### config.mk
export PLATFORM = sky130hd
export DESIGN_NAME = prog_interval_timer
export DESIGN_NICKNAME = d
export VERILOG_FILES = /design/src/rtl/prog_interval_timer.sv
export SDC_FILE = /design/constraint.sdc
export NUM_CORES = 1
export LEC_CHECK = 0
export ABC_AREA = 0
export BUFFER_PORTS_ARGS = -buffer_cell sky130_fd_sc_hd__clkbuf_2
export CORE_UTILIZATION = 35
export CTS_CLUSTER_DIAMETER = 80
export CTS_CLUSTER_SIZE = 20
export DETAILED_ROUTE_END_ITERATION = 12
export PLACE_DENSITY = 0.5
export SYNTH_ARGS = -nofsm -noshare
export SYNTH_HDL_FRONTEND = slang
export SYNTH_SLANG_ARGS = --single-unit
### constraint.sdc
create_clock -name clk -period 12 [get_ports clk]
set_input_delay 0 -clock clk [delete_from_list [all_inputs] [get_ports clk]]
set_output_delay 0 -clock clk [all_outputs]
set_load 0.02 [all_outputs]
### src/rtl/prog_interval_timer.sv
// prog_interval_timer
//   Programmable interval timer. On start it latches a period chosen by level_index and counts
//   down once per clock. When the count runs out it emits a single-cycle pulse. It then either
//   reloads the period (periodic) or returns to idle (one-shot).
//
// Ports
//   clk          in   clock; all state changes on the rising edge
//   reset        in   synchronous, active-high reset
//   start        in   latch level_index/periodic and (re)start the countdown
//   stop         in   abort the countdown and return to idle
//   periodic     in   sampled with start: 1 = auto-reload, 0 = one-shot
//   pause        in   freeze the countdown while high
//   level_index  in   period select, sampled only on start
//   pulse        out  registered single-cycle terminal pulse
//   busy         out  high while in the run state
//   remaining    out  current countdown value
//   pulse_cnt    out  pulses since the last start, wraps 255 -> 0
module prog_interval_timer #(
    parameter int unsigned CNT_W      = 32,
    parameter int unsigned IDX_W      = 5,
    parameter int unsigned BASE       = 32000000,
    parameter int unsigned STEP       = 1000000,
    parameter int unsigned MIN_PERIOD = 1000000
) (
    input  logic             clk,
    input  logic             reset,
    input  logic             start,
    input  logic             stop,
    input  logic             periodic,
    input  logic             pause,
    input  logic [IDX_W-1:0] level_index,
    output logic             pulse,
    output logic             busy,
    output logic [CNT_W-1:0] remaining,
    output logic [7:0]       pulse_cnt
);

    localparam logic ST_IDLE = 1'b0;
    localparam logic ST_RUN  = 1'b1;

    // Wide enough that BASE - STEP*index cannot lose bits before the clamp decision.
    localparam int unsigned WIDE = CNT_W + IDX_W + 1;
    localparam logic [WIDE-1:0] BASE_WIDE = WIDE'(BASE);
    localparam logic [WIDE-1:0] STEP_WIDE = WIDE'(STEP);
    localparam logic [WIDE-1:0] MIN_WIDE  = WIDE'(MIN_PERIOD);

    logic             state_q, state_d;
    logic             pulse_q, pulse_d;
    logic [CNT_W-1:0] remaining_q, remaining_d;
    logic [7:0]       pulse_cnt_q, pulse_cnt_d;
    logic [CNT_W-1:0] period_q, period_d;
    logic             mode_q, mode_d;

    logic [WIDE-1:0]  step_prod;
    logic [WIDE-1:0]  base_diff;
    logic [WIDE-1:0]  period_wide;
    logic [CNT_W-1:0] period_new;

    // Period lookup: linear reduction from BASE, clamped at MIN_PERIOD (also covers underflow).
    always_comb begin
        step_prod = STEP_WIDE * WIDE'(level_index);
        base_diff = BASE_WIDE - step_prod;
        if ((step_prod > BASE_WIDE) || (base_diff < MIN_WIDE)) begin
            period_wide = MIN_WIDE;
        end else begin
            period_wide = base_diff;
        end
        period_new = period_wide[CNT_W-1:0];
    end

    // Priority: stop > start > pause > countdown (reset handled in the register block).
    always_comb begin
        state_d     = state_q;
        pulse_d     = 1'b0;
        remaining_d = remaining_q;
        pulse_cnt_d = pulse_cnt_q;
        period_d    = period_q;
        mode_d      = mode_q;

        if (stop) begin
            state_d     = ST_IDLE;
            remaining_d = '0;
        end else if (start) begin
            // A start on the terminal edge restarts and swallows that pulse.
            state_d     = ST_RUN;
            period_d    = period_new;
            mode_d      = periodic;
            remaining_d = period_new;
            pulse_cnt_d = 8'd0;
        end else if (state_q == ST_RUN && !pause) begin
            // <= 1 so a zero count can never wedge the timer in run.
            if (remaining_q <= CNT_W'(1)) begin
                pulse_d     = 1'b1;
                pulse_cnt_d = pulse_cnt_q + 8'd1;
                if (mode_q) begin
                    remaining_d = period_q;
                end else begin
                    remaining_d = '0;
                    state_d     = ST_IDLE;
                end
            end else begin
                remaining_d = remaining_q - CNT_W'(1);
            end
        end
    end

    always_ff @(posedge clk) begin
        if (reset) begin
            state_q     <= ST_IDLE;
            pulse_q     <= 1'b0;
            remaining_q <= '0;
            pulse_cnt_q <= 8'd0;
            period_q    <= MIN_WIDE[CNT_W-1:0];
            mode_q      <= 1'b0;
        end else begin
            state_q     <= state_d;
            pulse_q     <= pulse_d;
            remaining_q <= remaining_d;
            pulse_cnt_q <= pulse_cnt_d;
            period_q    <= period_d;
            mode_q      <= mode_d;
        end
    end

    assign pulse     = pulse_q;
    assign busy      = (state_q == ST_RUN);
    assign remaining = remaining_q;
    assign pulse_cnt = pulse_cnt_q;

endmodule

==> flow_summary.json, run 1 <==
{
  "max_cap_viol_count": 0,
  "cp_slowest_cell": "nor4_1",
  "drc": 0,
  "area_growth_syn_to_layout_pct": 13.0,
  "fin_ws_ns": 7.29,
  "cts.htree.levels": 3,
  "grt_most_used_layer": "met2",
  "synth_seq_cells": 63,
  "wirelength_um": 15100,
  "slew_violations": 0,
  "cts_buffer_depth": 2,
  "crit_chain": "clkbuf_2, ha_1, inv_1, fa_1, fa_1, inv_1, ha_1, nand4_1, nor4_1, a2111oi_0, or4_1, clkinv_1, o211a_1, nor2_1, and3_1, a22o_1",
  "endpoint_kind": "register",
  "start_kind": "input pin",
  "max_freq_mhz": 212,
  "async_reset_ff_share_pct": 0,
  "tightest_slew_ns": 1.06,
  "post_cts_buffers": 0,
  "pre_cts_ws_ns": 6.96,
  "multi_input_area_mm2": 0.00364,
  "crit_fanout": 12,
  "vias": 5057,
  "wire_per_inst_um": 17.1,
  "hold_violations": 0,
  "die_w_um": 123,
  "worstSkewPairLatency_ns": 0.34,
  "grt_use_met3_pct": 3.78,
  "seq_area_frac_synth_pct": 24.5,
  "synth_edf_count": 0,
  "yosysTopAreaCell": "dfxtp_1",
  "core_mm2": 0.0141,
  "dieArea_mm2": 0.0152,
  "fin_crit_ns": 4.71,
  "n_antenna_cell": 0,
  "grt_util_met1_pct": 29.2,
  "yosysTopAreaCellShare_pct": 24.5,
  "initialDrtViolationCount": 416,
  "synth_area_leaders": "dfxtp_1 24%, ha_1 7.8%, o21ai_0 5.2%",
  "required_ns": 12.23,
  "outcome": "finished, final reports clean",
  "drive_gt1_share_pct": 13.2,
  "synth_nets": 717,
  "fin_nets": 746,
  "whs_ns": 0.00730,
  "track_usage_pct": 21.0,
  "grt_pass1_wl_um": 24900,
  "maxSlewHeadroom_pct": 29.2,
  "hp-class": "in2reg",
  "worstPathArrival_ns": 4.93,
  "path_delay_family": "simple AND/OR/NAND/NOR gates",
  "io_buffers": 52,
  "powerDensity_mw_per_mm2": 171,
  "fin_setup_tns_ns": 0,
  "finClkSkew_ns": 0.00625,
  "ir_worst_vdd_mv": 0.0869,
  "yosys_most_used_dff": "dfxtp_1",
  "grt_max_degree": 29,
  "grt_use_met2_pct": 33.8,
  "post_drt_via_cell_ratio": 5.73,
  "cts_tree": "done",
  "ant_nets": 0,
  "post-dp-hpwl_um": 11300,
  "io_pins": 53,
  "clock_sinks": 63,
  "ys_types": 78,
  "path_class": "in2reg",
  "path_clk_slew_ns": 0.05,
  "overflow": 0,
  "clock-root-buffer": "clkbuf_16",
  "regArea_mm2": 0.00126,
  "first_pass_iters": 5,
  "antenna_found_initial": 0,
  "cellLeakagePower_uw": 0.00241,
  "cts_buffers": 9,
  "nFillCells": 1507,
  "yosysWarnings": 0,
  "critPathMaxStageDelay_ns": 0.65,
  "synth_area_mm2": 0.00515,
  "syn_inst": 668,
  "rows": 43,
  "worstPathBufferInverterCount": 4,
  "start_util_pct": 36.6,
  "syn-mean-instance-area_um2": 7.72,
  "die_h_um": 123,
  "min_period_over_period_pct": 39.2,
  "setup_viol": 0,
  "grt_pass1_vias": 4775,
  "rsz0062_at_grt": "false",
  "gp_congestion": 0.912
}
[layout make-up]
cell class                 instances  share of cell area, %
clock inverter                     3                   1.12
tap                              180                   3.87
inverter                          17                   1.10
sequential                        63                   21.6
clock buffer                      13                   4.47
multi-input combinational        549                   62.6
timing repair buffer              57                   5.24
[sequential cells by signal, summed over array words and instances, names as in the netlist]
register / count
pulse_cnt: 8
mode_q: 1
busy: 1
period_q: 20
pulse: 1
remaining: 32
[per-stage QoR]
| stage | cell area (µm²) | utilization (%) | std cells | power, µW |
|---|---|---|---|---|
| 3_3_place_gp | 5470 | 38.8 | 863 | 706 |
| 6_report | 5830 | 41.3 | 882 | 994 |
| 5_1_grt | 5830 | 41.3 | 882 | 1060 |
| 3_5_place_dp | 5470 | 38.8 | 863 | 707 |
| 4_1_cts | 5830 | 41.3 | 882 | 998 |
| 2_1_floorplan | 5150 | - | 668 | 612 |
[cells in the final DEF, fill, tap and decap left out, types with 3 or more instances in the layout]
cell,count
o21ai_1,6
or3_1,10
nor3b_1,7
nor2_1,69
o31ai_1,3
a32o_1,3
a22o_1,10
mux2i_1,5
o211ai_1,8
a21o_1,6
xor2_1,17
a211o_1,3
nor2b_1,7
clkbuf_2,52
or2_2,6
a22oi_1,6
nand2_1,61
nand3_1,17
clkbuf_16,9
and3_1,6
dlygate4sd3_1,3
and2_1,3
or4_1,6
xnor2_1,24
nor4_1,12
dfxtp_1,63
a31oi_1,15
o21a_1,6
nor3_1,28
o21ai_0,54
fa_1,6
inv_1,16
nand4_1,5
a211oi_1,5
nand2b_1,10
ha_1,32
a21oi_1,43
[cell families after synthesis]
logic type / count (synthesis) / share of synthesized area (%)
multiplexers: 6 / 1.19
XOR/XNOR: 41 / 6.97
buffers and inverters: 56 / 4.81
AND/OR/NAND/NOR: 268 / 27.7
flip-flops: 63 / 24.5
adder cells (fa/ha/maj): 38 / 10.1
AO/OA/AOI/OAI: 196 / 24.8
[path summary, 6_finish.rpt]
check | endpoint | cells after the start | slack, ns | startpoint
worst max register to register | remaining[26] | 9 | 8.16 | remaining[12]
worst min-delay path | busy | 4 | 0.007 | pause
worst min register to register | period_q[23] | 2 | 0.45 | period_q[23]
worst max-delay path | remaining[10] | 16 | 7.29 | level_index[2]
[Yosys cell counts, drive strengths merged, types with 8 or more instances]
cell type and count:
clkbuf 24, nor4 16, o21ai 60, xor2 17, or3 10, nand3 18
inv 16, o211ai 8, nand2b 10, a31oi 16, xnor2 24, dfxtp 63
nand2 62, nor2 69, buf 15, a21oi 43, ha 32, nor3 29
nor3b 8, a22o 10
[power by group]
group / switching (µW) / internal (µW) / total [µW]
combinational: 282 / 170 / 452
clock: 94.9 / 193 / 288
sequential: 22.8 / 231 / 253
total: 400 / 594 / 994
[metal layers]
layer | vias to the layer above | wire length, µm
li1 | 2508 | -
met1 | 2425 | 7380
met2 | 113 | 6950
met3 | 11 | 618
met4 | 0 | 119
met5 | - | 0
[repair_timing]
action	CTS	global route
resized for setup	0	0
hold endpoints to repair	3	0
hold buffers	3	0
[tightest hold or removal path: cells and delay by family]
kind | cells | cell delay (ns)
and+or+nand+nor | 2 | 0.17
buffers and inverters | 1 | 0.08
AOI/OAI and AO/OA | 1 | 0.05
Power figures use the tool's default switching activity.
==> run 2, diff against run 1 <==
--- a/config.mk
+++ b/config.mk
@@ -5,13 +5,13 @@
 export SDC_FILE = /design/constraint.sdc
 export NUM_CORES = 1
 export LEC_CHECK = 0
-export ABC_AREA = 0
+export ABC_AREA = 1
 export BUFFER_PORTS_ARGS = -buffer_cell sky130_fd_sc_hd__clkbuf_2
 export CORE_UTILIZATION = 35
 export CTS_CLUSTER_DIAMETER = 80
 export CTS_CLUSTER_SIZE = 20
 export DETAILED_ROUTE_END_ITERATION = 12
-export PLACE_DENSITY = 0.5
+export PLACE_DENSITY = 0.52
 export SYNTH_ARGS = -nofsm -noshare
 export SYNTH_HDL_FRONTEND = slang
 export SYNTH_SLANG_ARGS = --single-unit
==> constraint.sdc (replaced) <==
create_clock -name clk -period 3.8 [get_ports clk]
set_input_delay 0 -clock clk [delete_from_list [all_inputs] [get_ports clk]]
set_output_delay 0 -clock clk [all_outputs]
set_load 0.02 [all_outputs]
==> flow_summary.json, run 2 <==
{
  "outcome": "finished, final reports clean",
  "worstSkewPairLatency_ns": 0.33,
  "whs_ns": 0.0338,
  "vias": 5261,
  "cts_tree": "done",
  "cts_buffer_depth": 2,
  "io_pins": 53,
  "syn-mean-instance-area_um2": 6.22,
  "pre_cts_ws_ns": 0.0247,
  "crit_fanout": 11,
  "clock-root-buffer": "clkbuf_16",
  "switching_share_pct": 41.8,
  "drc": 0,
  "route.met3.wl_um": 389,
  "ant_nets": 0,
  "fin_nets": 940,
  "die_w_um": 123,
  "synth_area_mm2": 0.00511,
  "clkPwrFrac_pct": 28.4,
  "yosysTopAreaCell": "dfxtp_1",
  "fin_crit_ns": 3.35,
  "cellLeakagePower_uw": 0.00308,
  "ir_worst_vdd_mv": 0.201,
  "synth_nets": 871,
  "path_clk_slew_ns": 0.06,
  "ys_top_cells_by_count": "230 x nand2_1, 115 x inv_1, 86 x nor2_1",
  "post_cts_buffers": 0,
  "die_h_um": 123,
  "hold_violations": 0,
  "layout_common_cells": "230 x nand2_1, 115 x inv_1, 85 x nor2_1",
  "min_period_over_period_pct": 88.1,
  "endpoint_kind": "register",
  "yosysWarnings": 0,
  "yosysTopAreaCellShare_pct": 24.7,
  "wl_met1_um": 6860,
  "post-dp-hpwl_um": 11500,
  "required_ns": 4.01,
  "n_antenna_cell": 0,
  "core_mm2": 0.0140,
  "seq_area_frac_synth_pct": 24.7,
  "syn_inst": 822,
  "track_usage_pct": 20.4,
  "grt_pass1_wl_um": 24500,
  "dieArea_mm2": 0.0151,
  "area_growth_syn_to_layout_pct": 17.6,
  "wire_per_inst_um": 13.3,
  "synth_edf_count": 0,
  "p_comb_share_pct": 45.1,
  "yosys_most_used_dff": "dfxtp_1",
  "hp-class": "in2reg",
  "fin_setup_tns_ns": 0,
  "initialDrtViolationCount": 293,
  "path_class": "in2reg",
  "p_int_uw": 1690,
  "wirelength_um": 14400,
  "drive_gt1_share_pct": 13.8,
  "overflow": 0,
  "worstPathArrival_ns": 3.56,
  "maxUsedRoutingLayer": "met4",
  "start_kind": "input pin",
  "clock_sinks": 63,
  "start_util_pct": 36.4,
  "first_pass_iters": 5,
  "grt_max_degree": 27,
  "cts.htree.levels": 3,
  "max_freq_mhz": 299,
  "setup_viol": 0,
  "powerDensity_mw_per_mm2": 481,
  "fin_ws_ns": 0.452,
  "post_drt_via_cell_ratio": 4.89,
  "total_power_uw": 2900,
  "rows": 43,
  "final_area_mm2": 0.00602,
  "async_reset_ff_share_pct": 0,
  "gp_congestion": 0.868,
  "ys_types": 44,
  "antenna_found_initial": 0,
  "grt_pass1_vias": 5082,
  "largest_reg_flops": 32,
  "synth.most_common_cell": "nand2_1",
  "synth_seq_cells": 63,
  "maxSlewHeadroom_pct": 44.2,
  "slew_violations": 0,
  "synth_area_leaders": "dfxtp_1 25%, nand2_1 17%, inv_1 8.4%",
  "io_buffers": 52,
  "p_seq_share_pct": 26.5,
  "max_cap_viol_count": 0,
  "tightest_slew_ns": 0.834,
  "rsz0062_at_grt": "false",
  "cts_buffers": 9,
  "placed_cell_area_mm2": 0.00569,
  "finClkSkew_ns": 0.00678,
  "p_sw_uw": 1210,
  "final_common_cell": "nand2_1",
  "route.met2.wl_um": 6960
}
## run 2: cell count changes after synthesis, sizes merged, moves of 10 or more
cell / previous run / this run
nand2: 62 / 242
inv: 16 / 119
nand3: 18 / 73
o21ai: 60 / 34
nor2: 69 / 91
xnor2: 24 / 6
nor3: 29 / 13
nor4: 16 / 2
a31oi: 16 / 3
clkbuf: 24 / 12
buf: 15 / 4
a22o: 10 / 0
nand2b: 10 / 0
or3: 10 / 0
## run 2: per-stage QoR
stage / instances / utilization, %
2_1_floorplan: 822 / -
3_3_place_gp: 1058 / 40.5
3_5_place_dp: 1058 / 40.5
4_1_cts: 1076 / 42.8
5_1_grt: 1076 / 42.8
6_report: 1076 / 42.8
## run 2: final timing paths
check        slack [ns]  cells past startpoint      endpoint      startpoint
min reg2reg        0.45                      2  period_q[15]    period_q[15]
max                0.45                     24  period_q[11]  level_index[2]
min                0.03                      2  pulse_cnt[1]           reset
max reg2reg        1.19                     14  pulse_cnt[7]   remaining[23]
## run 2: cell families (layout without fill, tap and decap cells)
kind of cell | Yosys count | in the layout | share of synthesized area (%)
flops | 63 | 63 | 24.7
buf+inv | 137 | 211 | 10.3
xor+xnor | 23 | 23 | 3.94
compound gates | 117 | 117 | 13.4
fa+ha+maj | 38 | 38 | 10.2
simple gates | 444 | 444 | 37.5
## run 2: critical path, stage by stage
cell and delay (ns):
clkbuf_2 0.14, ha_1 0.30, inv_1 0.07, fa_1 0.44, fa_1 0.51, inv_1 0.04, ha_1 0.34, nand2_1 0.11
inv_1 0.07, a21oi_2 0.15, nand2_1 0.06, nand2_1 0.05, nand2_1 0.12, inv_2 0.08, nand2_1 0.09, nor2_1 0.13
nand2_1 0.06, nand2_1 0.09, nand2_1 0.07, nor2_2 0.10, nand3_2 0.11, and2_4 0.20, nand3_1 0.14, nand2_1 0.07
## run 2: power groups by stage
stage	clock network (µW)	registers (µW)	logic [µW]
final	823	767	1310
after global routing	867	775	1520
after CTS	841	767	1310
after detailed placement	0	781	1300
after global placement	0	781	1300
after floorplan	0	801	942
## run 2: layer usage
metal,vias to the layer above,GRT usage (%)
li1,2808,-
met1,2369,26.2
met2,74,36.1
met3,10,2.86
met4,0,4.65
met5,-,0
## run 2: final cells by class
cell class / count / area (µm²)
Clock buffer: 9 / 225
Clock inverter: 7 / 72.6
Fill cell: 1550 / 8030
Inverter: 121 / 454
Multi-Input combinational cell: 622 / 3340
Sequential cell: 63 / 1260
Tap cell: 180 / 225
Timing Repair Buffer: 74 / 443
## run 2: timing repair
item                                    in CTS  in global routing
endpoints found under the setup margin       0                 13
gates resized for setup                      0                  3
endpoints found under the hold margin        2                  0
hold buffers                                 2                  0
